--- src/rtl/aes_pkg.sv ---
// Shared AES definitions: byte S-box tables, block geometry and the iterative-block state enum.
package aes_pkg;

    localparam int unsigned BLOCK_W   = 128;
    localparam int unsigned BYTE_W    = 8;
    localparam int unsigned NUM_BYTES = 16;

    // Common control states of the iterative AES datapath blocks.
    typedef enum logic [1:0] {
        IDLE = 2'd0,
        RUN  = 2'd1,
        DONE = 2'd2
    } aes_state_e;

    // Forward S-box, indexed by {row, col} = {high nibble, low nibble}.
    localparam logic [7:0] SBOX [256] = '{
        8'h63, 8'h7c, 8'h77, 8'h7b, 8'hf2, 8'h6b, 8'h6f, 8'hc5, 8'h30, 8'h01, 8'h67, 8'h2b, 8'hfe, 8'hd7, 8'hab, 8'h76,
        8'hca, 8'h82, 8'hc9, 8'h7d, 8'hfa, 8'h59, 8'h47, 8'hf0, 8'had, 8'hd4, 8'ha2, 8'haf, 8'h9c, 8'ha4, 8'h72, 8'hc0,
        8'hb7, 8'hfd, 8'h93, 8'h26, 8'h36, 8'h3f, 8'hf7, 8'hcc, 8'h34, 8'ha5, 8'he5, 8'hf1, 8'h71, 8'hd8, 8'h31, 8'h15,
        8'h04, 8'hc7, 8'h23, 8'hc3, 8'h18, 8'h96, 8'h05, 8'h9a, 8'h07, 8'h12, 8'h80, 8'he2, 8'heb, 8'h27, 8'hb2, 8'h75,
        8'h09, 8'h83, 8'h2c, 8'h1a, 8'h1b, 8'h6e, 8'h5a, 8'ha0, 8'h52, 8'h3b, 8'hd6, 8'hb3, 8'h29, 8'he3, 8'h2f, 8'h84,
        8'h53, 8'hd1, 8'h00, 8'hed, 8'h20, 8'hfc, 8'hb1, 8'h5b, 8'h6a, 8'hcb, 8'hbe, 8'h39, 8'h4a, 8'h4c, 8'h58, 8'hcf,
        8'hd0, 8'hef, 8'haa, 8'hfb, 8'h43, 8'h4d, 8'h33, 8'h85, 8'h45, 8'hf9, 8'h02, 8'h7f, 8'h50, 8'h3c, 8'h9f, 8'ha8,
        8'h51, 8'ha3, 8'h40, 8'h8f, 8'h92, 8'h9d, 8'h38, 8'hf5, 8'hbc, 8'hb6, 8'hda, 8'h21, 8'h10, 8'hff, 8'hf3, 8'hd2,
        8'hcd, 8'h0c, 8'h13, 8'hec, 8'h5f, 8'h97, 8'h44, 8'h17, 8'hc4, 8'ha7, 8'h7e, 8'h3d, 8'h64, 8'h5d, 8'h19, 8'h73,
        8'h60, 8'h81, 8'h4f, 8'hdc, 8'h22, 8'h2a, 8'h90, 8'h88, 8'h46, 8'hee, 8'hb8, 8'h14, 8'hde, 8'h5e, 8'h0b, 8'hdb,
        8'he0, 8'h32, 8'h3a, 8'h0a, 8'h49, 8'h06, 8'h24, 8'h5c, 8'hc2, 8'hd3, 8'hac, 8'h62, 8'h91, 8'h95, 8'he4, 8'h79,
        8'he7, 8'hc8, 8'h37, 8'h6d, 8'h8d, 8'hd5, 8'h4e, 8'ha9, 8'h6c, 8'h56, 8'hf4, 8'hea, 8'h65, 8'h7a, 8'hae, 8'h08,
        8'hba, 8'h78, 8'h25, 8'h2e, 8'h1c, 8'ha6, 8'hb4, 8'hc6, 8'he8, 8'hdd, 8'h74, 8'h1f, 8'h4b, 8'hbd, 8'h8b, 8'h8a,
        8'h70, 8'h3e, 8'hb5, 8'h66, 8'h48, 8'h03, 8'hf6, 8'h0e, 8'h61, 8'h35, 8'h57, 8'hb9, 8'h86, 8'hc1, 8'h1d, 8'h9e,
        8'he1, 8'hf8, 8'h98, 8'h11, 8'h69, 8'hd9, 8'h8e, 8'h94, 8'h9b, 8'h1e, 8'h87, 8'he9, 8'hce, 8'h55, 8'h28, 8'hdf,
        8'h8c, 8'ha1, 8'h89, 8'h0d, 8'hbf, 8'he6, 8'h42, 8'h68, 8'h41, 8'h99, 8'h2d, 8'h0f, 8'hb0, 8'h54, 8'hbb, 8'h16
    };

    // Inverse S-box, same indexing.
    localparam logic [7:0] INV_SBOX [256] = '{
        8'h52, 8'h09, 8'h6a, 8'hd5, 8'h30, 8'h36, 8'ha5, 8'h38, 8'hbf, 8'h40, 8'ha3, 8'h9e, 8'h81, 8'hf3, 8'hd7, 8'hfb,
        8'h7c, 8'he3, 8'h39, 8'h82, 8'h9b, 8'h2f, 8'hff, 8'h87, 8'h34, 8'h8e, 8'h43, 8'h44, 8'hc4, 8'hde, 8'he9, 8'hcb,
        8'h54, 8'h7b, 8'h94, 8'h32, 8'ha6, 8'hc2, 8'h23, 8'h3d, 8'hee, 8'h4c, 8'h95, 8'h0b, 8'h42, 8'hfa, 8'hc3, 8'h4e,
        8'h08, 8'h2e, 8'ha1, 8'h66, 8'h28, 8'hd9, 8'h24, 8'hb2, 8'h76, 8'h5b, 8'ha2, 8'h49, 8'h6d, 8'h8b, 8'hd1, 8'h25,
        8'h72, 8'hf8, 8'hf6, 8'h64, 8'h86, 8'h68, 8'h98, 8'h16, 8'hd4, 8'ha4, 8'h5c, 8'hcc, 8'h5d, 8'h65, 8'hb6, 8'h92,
        8'h6c, 8'h70, 8'h48, 8'h50, 8'hfd, 8'hed, 8'hb9, 8'hda, 8'h5e, 8'h15, 8'h46, 8'h57, 8'ha7, 8'h8d, 8'h9d, 8'h84,
        8'h90, 8'hd8, 8'hab, 8'h00, 8'h8c, 8'hbc, 8'hd3, 8'h0a, 8'hf7, 8'he4, 8'h58, 8'h05, 8'hb8, 8'hb3, 8'h45, 8'h06,
        8'hd0, 8'h2c, 8'h1e, 8'h8f, 8'hca, 8'h3f, 8'h0f, 8'h02, 8'hc1, 8'haf, 8'hbd, 8'h03, 8'h01, 8'h13, 8'h8a, 8'h6b,
        8'h3a, 8'h91, 8'h11, 8'h41, 8'h4f, 8'h67, 8'hdc, 8'hea, 8'h97, 8'hf2, 8'hcf, 8'hce, 8'hf0, 8'hb4, 8'he6, 8'h73,
        8'h96, 8'hac, 8'h74, 8'h22, 8'he7, 8'had, 8'h35, 8'h85, 8'he2, 8'hf9, 8'h37, 8'he8, 8'h1c, 8'h75, 8'hdf, 8'h6e,
        8'h47, 8'hf1, 8'h1a, 8'h71, 8'h1d, 8'h29, 8'hc5, 8'h89, 8'h6f, 8'hb7, 8'h62, 8'h0e, 8'haa, 8'h18, 8'hbe, 8'h1b,
        8'hfc, 8'h56, 8'h3e, 8'h4b, 8'hc6, 8'hd2, 8'h79, 8'h20, 8'h9a, 8'hdb, 8'hc0, 8'hfe, 8'h78, 8'hcd, 8'h5a, 8'hf4,
        8'h1f, 8'hdd, 8'ha8, 8'h33, 8'h88, 8'h07, 8'hc7, 8'h31, 8'hb1, 8'h12, 8'h10, 8'h59, 8'h27, 8'h80, 8'hec, 8'h5f,
        8'h60, 8'h51, 8'h7f, 8'ha9, 8'h19, 8'hb5, 8'h4a, 8'h0d, 8'h2d, 8'he5, 8'h7a, 8'h9f, 8'h93, 8'hc9, 8'h9c, 8'hef,
        8'ha0, 8'he0, 8'h3b, 8'h4d, 8'hae, 8'h2a, 8'hf5, 8'hb0, 8'hc8, 8'heb, 8'hbb, 8'h3c, 8'h83, 8'h53, 8'h99, 8'h61,
        8'h17, 8'h2b, 8'h04, 8'h7e, 8'hba, 8'h77, 8'hd6, 8'h26, 8'he1, 8'h69, 8'h14, 8'h63, 8'h55, 8'h21, 8'h0c, 8'h7d
    };

endpackage

--- src/rtl/sbox_byte.sv ---
// Single-byte combinational S-box / inverse S-box lookup.
module sbox_byte
    import aes_pkg::*;
(
    input  logic [BYTE_W-1:0] i_byte,
    input  logic              i_inv,
    output logic [BYTE_W-1:0] o_byte_c
);

    // Table select on mode; the byte value is the row/column index.
    always_comb begin
        o_byte_c = i_inv ? INV_SBOX[i_byte] : SBOX[i_byte];
    end

endmodule

--- src/rtl/sub_bytes_seq.sv ---
// Iterative SubBytes/InvSubBytes: LANES bytes substituted in place per cycle, valid/ready on both sides.
module sub_bytes_seq
    import aes_pkg::*;
#(
    parameter int unsigned LANES = 4
) (
    input  logic               clk,
    input  logic               rst,
    input  logic               in_valid,
    output logic               in_ready,
    input  logic [BLOCK_W-1:0] in_data,
    input  logic               in_inv,
    output logic               out_valid,
    input  logic               out_ready,
    output logic [BLOCK_W-1:0] out_data,
    output logic               busy
);

    localparam int unsigned N_STEPS = NUM_BYTES / LANES;
    localparam int unsigned CNT_W   = (N_STEPS > 1) ? $clog2(N_STEPS) : 1;
    localparam int unsigned LANE_SH = $clog2(LANES);
    localparam int unsigned IDX_W   = $clog2(NUM_BYTES);

    generate
        if (!(LANES == 1 || LANES == 2 || LANES == 4 || LANES == 8 || LANES == 16)) begin : g_bad_lanes
            $error("sub_bytes_seq: LANES must be 1, 2, 4, 8 or 16");
        end
    endgenerate

    aes_state_e         r_state;
    logic [CNT_W-1:0]   r_cnt;
    logic               r_inv;
    logic [BLOCK_W-1:0] r_data;
    logic               r_in_ready;
    logic               r_out_valid;
    logic               r_busy;

    logic [IDX_W-1:0]   w_base;
    logic [BYTE_W-1:0]  w_bytes      [NUM_BYTES];
    logic [BYTE_W-1:0]  w_bytes_next [NUM_BYTES];
    logic [BYTE_W-1:0]  w_lane_in    [LANES];
    logic [BYTE_W-1:0]  w_lane_out   [LANES];
    logic [BLOCK_W-1:0] w_data_next;

    // Split the state into bytes and pick the LANES bytes addressed by the current step.
    always_comb begin
        w_base = IDX_W'(r_cnt) << LANE_SH;
        for (int unsigned k = 0; k < NUM_BYTES; k++) begin
            w_bytes[k] = r_data[BLOCK_W-1-BYTE_W*k -: BYTE_W];
        end
        for (int unsigned l = 0; l < LANES; l++) begin
            w_lane_in[l] = w_bytes[w_base + IDX_W'(l)];
        end
    end

    // One lookup per lane, all sharing the mode latched at accept.
    generate
        for (genvar g = 0; g < int'(LANES); g++) begin : g_lane
            sbox_byte u_sbox (
                .i_byte   (w_lane_in[g]),
                .i_inv    (r_inv),
                .o_byte_c (w_lane_out[g])
            );
        end
    endgenerate

    // Write substituted bytes back into their slots; all other bytes pass through.
    always_comb begin
        w_bytes_next = w_bytes;
        for (int unsigned l = 0; l < LANES; l++) begin
            w_bytes_next[w_base + IDX_W'(l)] = w_lane_out[l];
        end
        w_data_next = '0;
        for (int unsigned k = 0; k < NUM_BYTES; k++) begin
            w_data_next[BLOCK_W-1-BYTE_W*k -: BYTE_W] = w_bytes_next[k];
        end
    end

    // Control FSM with state register, step counter and registered handshake outputs.
    always_ff @(posedge clk or posedge rst) begin
        if (rst) begin
            r_state     <= IDLE;
            r_cnt       <= '0;
            r_inv       <= 1'b0;
            r_data      <= '0;
            r_in_ready  <= 1'b1;
            r_out_valid <= 1'b0;
            r_busy      <= 1'b0;
        end else begin
            case (r_state)
                IDLE: begin
                    if (in_valid) begin
                        r_data     <= in_data;
                        r_inv      <= in_inv;
                        r_cnt      <= '0;
                        r_state    <= RUN;
                        r_in_ready <= 1'b0;
                        r_busy     <= 1'b1;
                    end
                end
                RUN: begin
                    r_data <= w_data_next;
                    if (r_cnt == CNT_W'(N_STEPS - 1)) begin
                        r_state     <= DONE;
                        r_out_valid <= 1'b1;
                    end else begin
                        r_cnt <= r_cnt + CNT_W'(1);
                    end
                end
                DONE: begin
                    if (out_ready) begin
                        r_state     <= IDLE;
                        r_out_valid <= 1'b0;
                        r_busy      <= 1'b0;
                        r_in_ready  <= 1'b1;
                    end
                end
                default: begin
                    r_state     <= IDLE;
                    r_in_ready  <= 1'b1;
                    r_out_valid <= 1'b0;
                    r_busy      <= 1'b0;
                end
            endcase
        end
    end

    assign in_ready  = r_in_ready;
    assign out_valid = r_out_valid;
    assign busy      = r_busy;
    assign out_data  = r_data;

endmodule

--- config.mk ---
export PLATFORM = sky130hd
export DESIGN_NAME = sub_bytes_seq
export DESIGN_NICKNAME = d
export VERILOG_FILES = /design/src/rtl/aes_pkg.sv /design/src/rtl/sbox_byte.sv /design/src/rtl/sub_bytes_seq.sv
export SDC_FILE = /design/constraint.sdc
export NUM_CORES = 2
export LEC_CHECK = 0
export CAP_MARGIN = 20
export CORE_MARGIN = 4
export CORE_UTILIZATION = 30
export CTS_CLUSTER_SIZE = 25
export DETAILED_ROUTE_END_ITERATION = 10
export DONT_BUFFER_PORTS = 1
export PLACE_DENSITY = 0.45
export SETUP_SLACK_MARGIN = 0.02
export SLEW_MARGIN = 25
export SYNTH_ARGS = -nofsm -noshare
export SYNTH_HDL_FRONTEND = slang
export SYNTH_HIERARCHICAL = 1
export SYNTH_SLANG_ARGS = --single-unit
--- constraint.sdc ---
create_clock -name clk -period 4.8 [get_ports clk]
set_input_delay 0.48 -clock clk [delete_from_list [all_inputs] [get_ports clk]]
set_output_delay 0.48 -clock clk [all_outputs]
set_load 0.02 [all_outputs]
==> results_dict.tcl <==
set metrics [dict create \
    dp_hpwl_mm 174 \
    wire_per_inst_microns 40.5 \
    crit_required_ns 5.25 \
    ant_nets 0 \
    grt_max_degree 95 \
    seqCellArea_sq_um 3420 \
    cp-end-kind "register" \
    finalHoldViolations 0 \
    grt_util_all_layers_pct 40.5 \
    syn_to_final_growth_pct 15.7 \
    cts_buffer_depth 2 \
    synth_flop_cell "dfrtp_1" \
    max_cap_violations 0 \
    synth_top_area_share_pct 10.5 \
    cp_num_buf_inv 5 \
    num_vias 43200 \
    netlist_instances 4417 \
    cp_max_fo 50 \
    nets 4694 \
    status "completed" \
    yosysTopAreaCell "dfrtp_1" \
    setup_viol_count_final 0 \
    crit_chain "buf_12 > buf_4 > mux4_4 > buf_12 > buf_4 > buf_4 > o311ai_0 > a31oi_1 > a31oi_1 > a31o_1 > nand2_1 > mux2i_1 > mux2_2" \
    period_minus_slack_ns 4.75 \
    fin_skew_ns 0.0376 \
    mostFrequentLayoutCell "buf_4" \
    fin_crit_sh_pct 98.9 \
    start_util_pct 30.3 \
    fin_ws_ns 0.0504 \
    die_h_microns 335 \
    seq_area_frac_synth_pct 10.6 \
    synth_area_per_cell_sq_um 7.26 \
    multi_input_area_sq_um 25500 \
    antenna_found_initial 25 \
    root_buffer "clkbuf_16" \
    synth_nets 4651 \
    grt_pass1_wl_mm 329 \
    core_sq_um 106000 \
    gp_congestion 1.06 \
    cts.sinks 136 \
    ios 264 \
    numCtsBuffers 17 \
    synth_area_sq_um 32100 \
    drt_iter0_drc 7726 \
    ys_seq_elements 136 \
    num-fill-cells 11400 \
    min_path_type "in -> reg" \
    synth_edf_count 0 \
    crit_path_frequent_cell "buf_4" \
    slowest_delay_ns 0.73 \
    final_cell_mix "buf_4 (568), a21oi_1 (361), nand2_1 (333)" \
    ys_warn_count 6 \
    cts_tree "done" \
    pre_cts_slack_ns -0.00888 \
    cp.arrival_ns 5.20 \
    start_kind "register" \
    clk_pin_slew_worst_paths_ns 0.11 \
    drive_gt1_share_pct 21.4 \
    ys_async_sr_fraction_pct 100 \
    drc 0 \
    first_global_vias 40200 \
    worst_slew_pin_slew_ns 0.949 \
    final_max_slew_viol_count 0 \
    vias_per_cell 7.35 \
    insertion_delay_ns 0.54 \
    rows 119 \
    dr.pass1.iters 8 \
    rsz0062_at_grt "no" \
    die_x_microns 335 \
    dieArea_sq_um 112000 \
    buffer_ports.inserted 0 \
    ys_types 98 \
    routed_wl_mm 238 \
    cpMaxStageDelayCell "o311ai_0" \
    critical_path.top_delay_family "compound AO/OA/AOI/OAI gates" \
    fmax_ghz 0.211 \
    grt_overflow 0 \
    slew_headroom_pct 36.2 \
    crit_type "reg -> reg" \
    synth.top_cells.by_area "dfrtp_1 (11%), mux4_2 (8.2%), a21oi_1 (5.6%)" \
    htree_levels 4 \
]
-- worst reg2reg max path: cells and delay by family (launching register included) --
family	cells	cell delay [ns]
AOI/OAI and AO/OA	4	1.86
muxes	3	0.97
buffers and inverters	5	1.19
and+or+nand+nor	1	0.09
DFF	1	0.55
-- repair_timing --
item,CTS,global route
hold buffers,1,0
cloned,1,0
hold endpoints to repair,28,0
endpoints found under the setup margin,5,76
pin swaps,0,2
resized for setup,2,25
buffers inserted,0,10
-- routing by layer --
| layer | vias up | share of wire (%) | global-route usage, % |
|---|---|---|---|
| met2 | 3818 | 42 | 59.9 |
| met1 | 21100 | 39 | 52.5 |
| li1 | 17300 | - | - |
| met4 | 16 | 6.9 | 22.4 |
| met3 | 921 | 13 | 12.2 |
| met5 | - | 0.043 | 0 |
-- cells in the mapped netlist (89+ instances only) --
cell type    n
a211oi_1   137
a21oi_1    361
a221o_1    109
a311oi_1   103
a31oi_1    115
and3_1     113
buf_2      292
clkbuf_1   212
dfrtp_1    135
ha_1       101
inv_1       89
mux4_2     117
nand2_1    333
nand2b_1   112
nand3_1    144
nor2_1     280
nor2b_1     98
nor3_1     126
o211ai_1   109
o21ai_0    289
-- cell type report --
type | count | area share, %
Multi-Input combinational cell | 3584 | 68.9
Timing Repair Buffer | 623 | 14.4
Sequential cell | 136 | 9.21
Tap cell | 1391 | 4.69
Clock buffer | 19 | 1.19
Inverter | 98 | 1.06
Clock inverter | 13 | 0.459
Antenna cell | 16 | 0.108
-- cells by family after synthesis --
logic type | count (synthesis) | synth area share, %
AO/OA/AOI/OAI | 1792 | 39.8
XOR/XNOR | 12 | 0.328
adder cells (fa/ha/maj) | 101 | 3.94
buffers and inverters | 698 | 10.2
flip-flops | 136 | 10.6
multiplexers | 256 | 12.8
AND/OR/NAND/NOR | 1422 | 22.3
-- final timing paths --
kind                            slack [ns]           end     start  depth (start not counted)
worst min-delay path                  0.05         r_inv    in_inv                          2
worst min register to register        0.63      in_ready  in_ready                          1
worst max register to register        0.05   out_data[6]  r_cnt[0]                         13
max in group asynchronous             3.15  out_data[18]       rst                          3
worst max-delay path                  0.05   out_data[6]  r_cnt[0]                         13
min in group asynchronous             0.57      r_cnt[0]       rst                          2
-- registers in the layout (all words and copies together) (netlist names) --
register,count
r_inv,1
out_data,128
busy,1
r_state,2
in_ready,1
out_valid,1
r_cnt,2
-- per-stage QoR --
step           utilization [%]  hold WS [ns]  TNS [ns]  cell area [sq um]  cells
6_report                  35.1        0.0532         0              37100   5880
4_1_cts                   34.9        0.0241         0              36900   5854
3_5_place_dp              34.3         0.486  -0.00888              36200   5820
2_1_floorplan                -         0.585         0              32100   4417
3_3_place_gp              34.3         0.486   -0.0800              36200   5820
5_1_grt                   35.0        0.0515         0              37000   5867
Power is left out: the tool's default activity adds up to more than one toggle a clock period on the data nets, which glitch-free logic cannot reach.
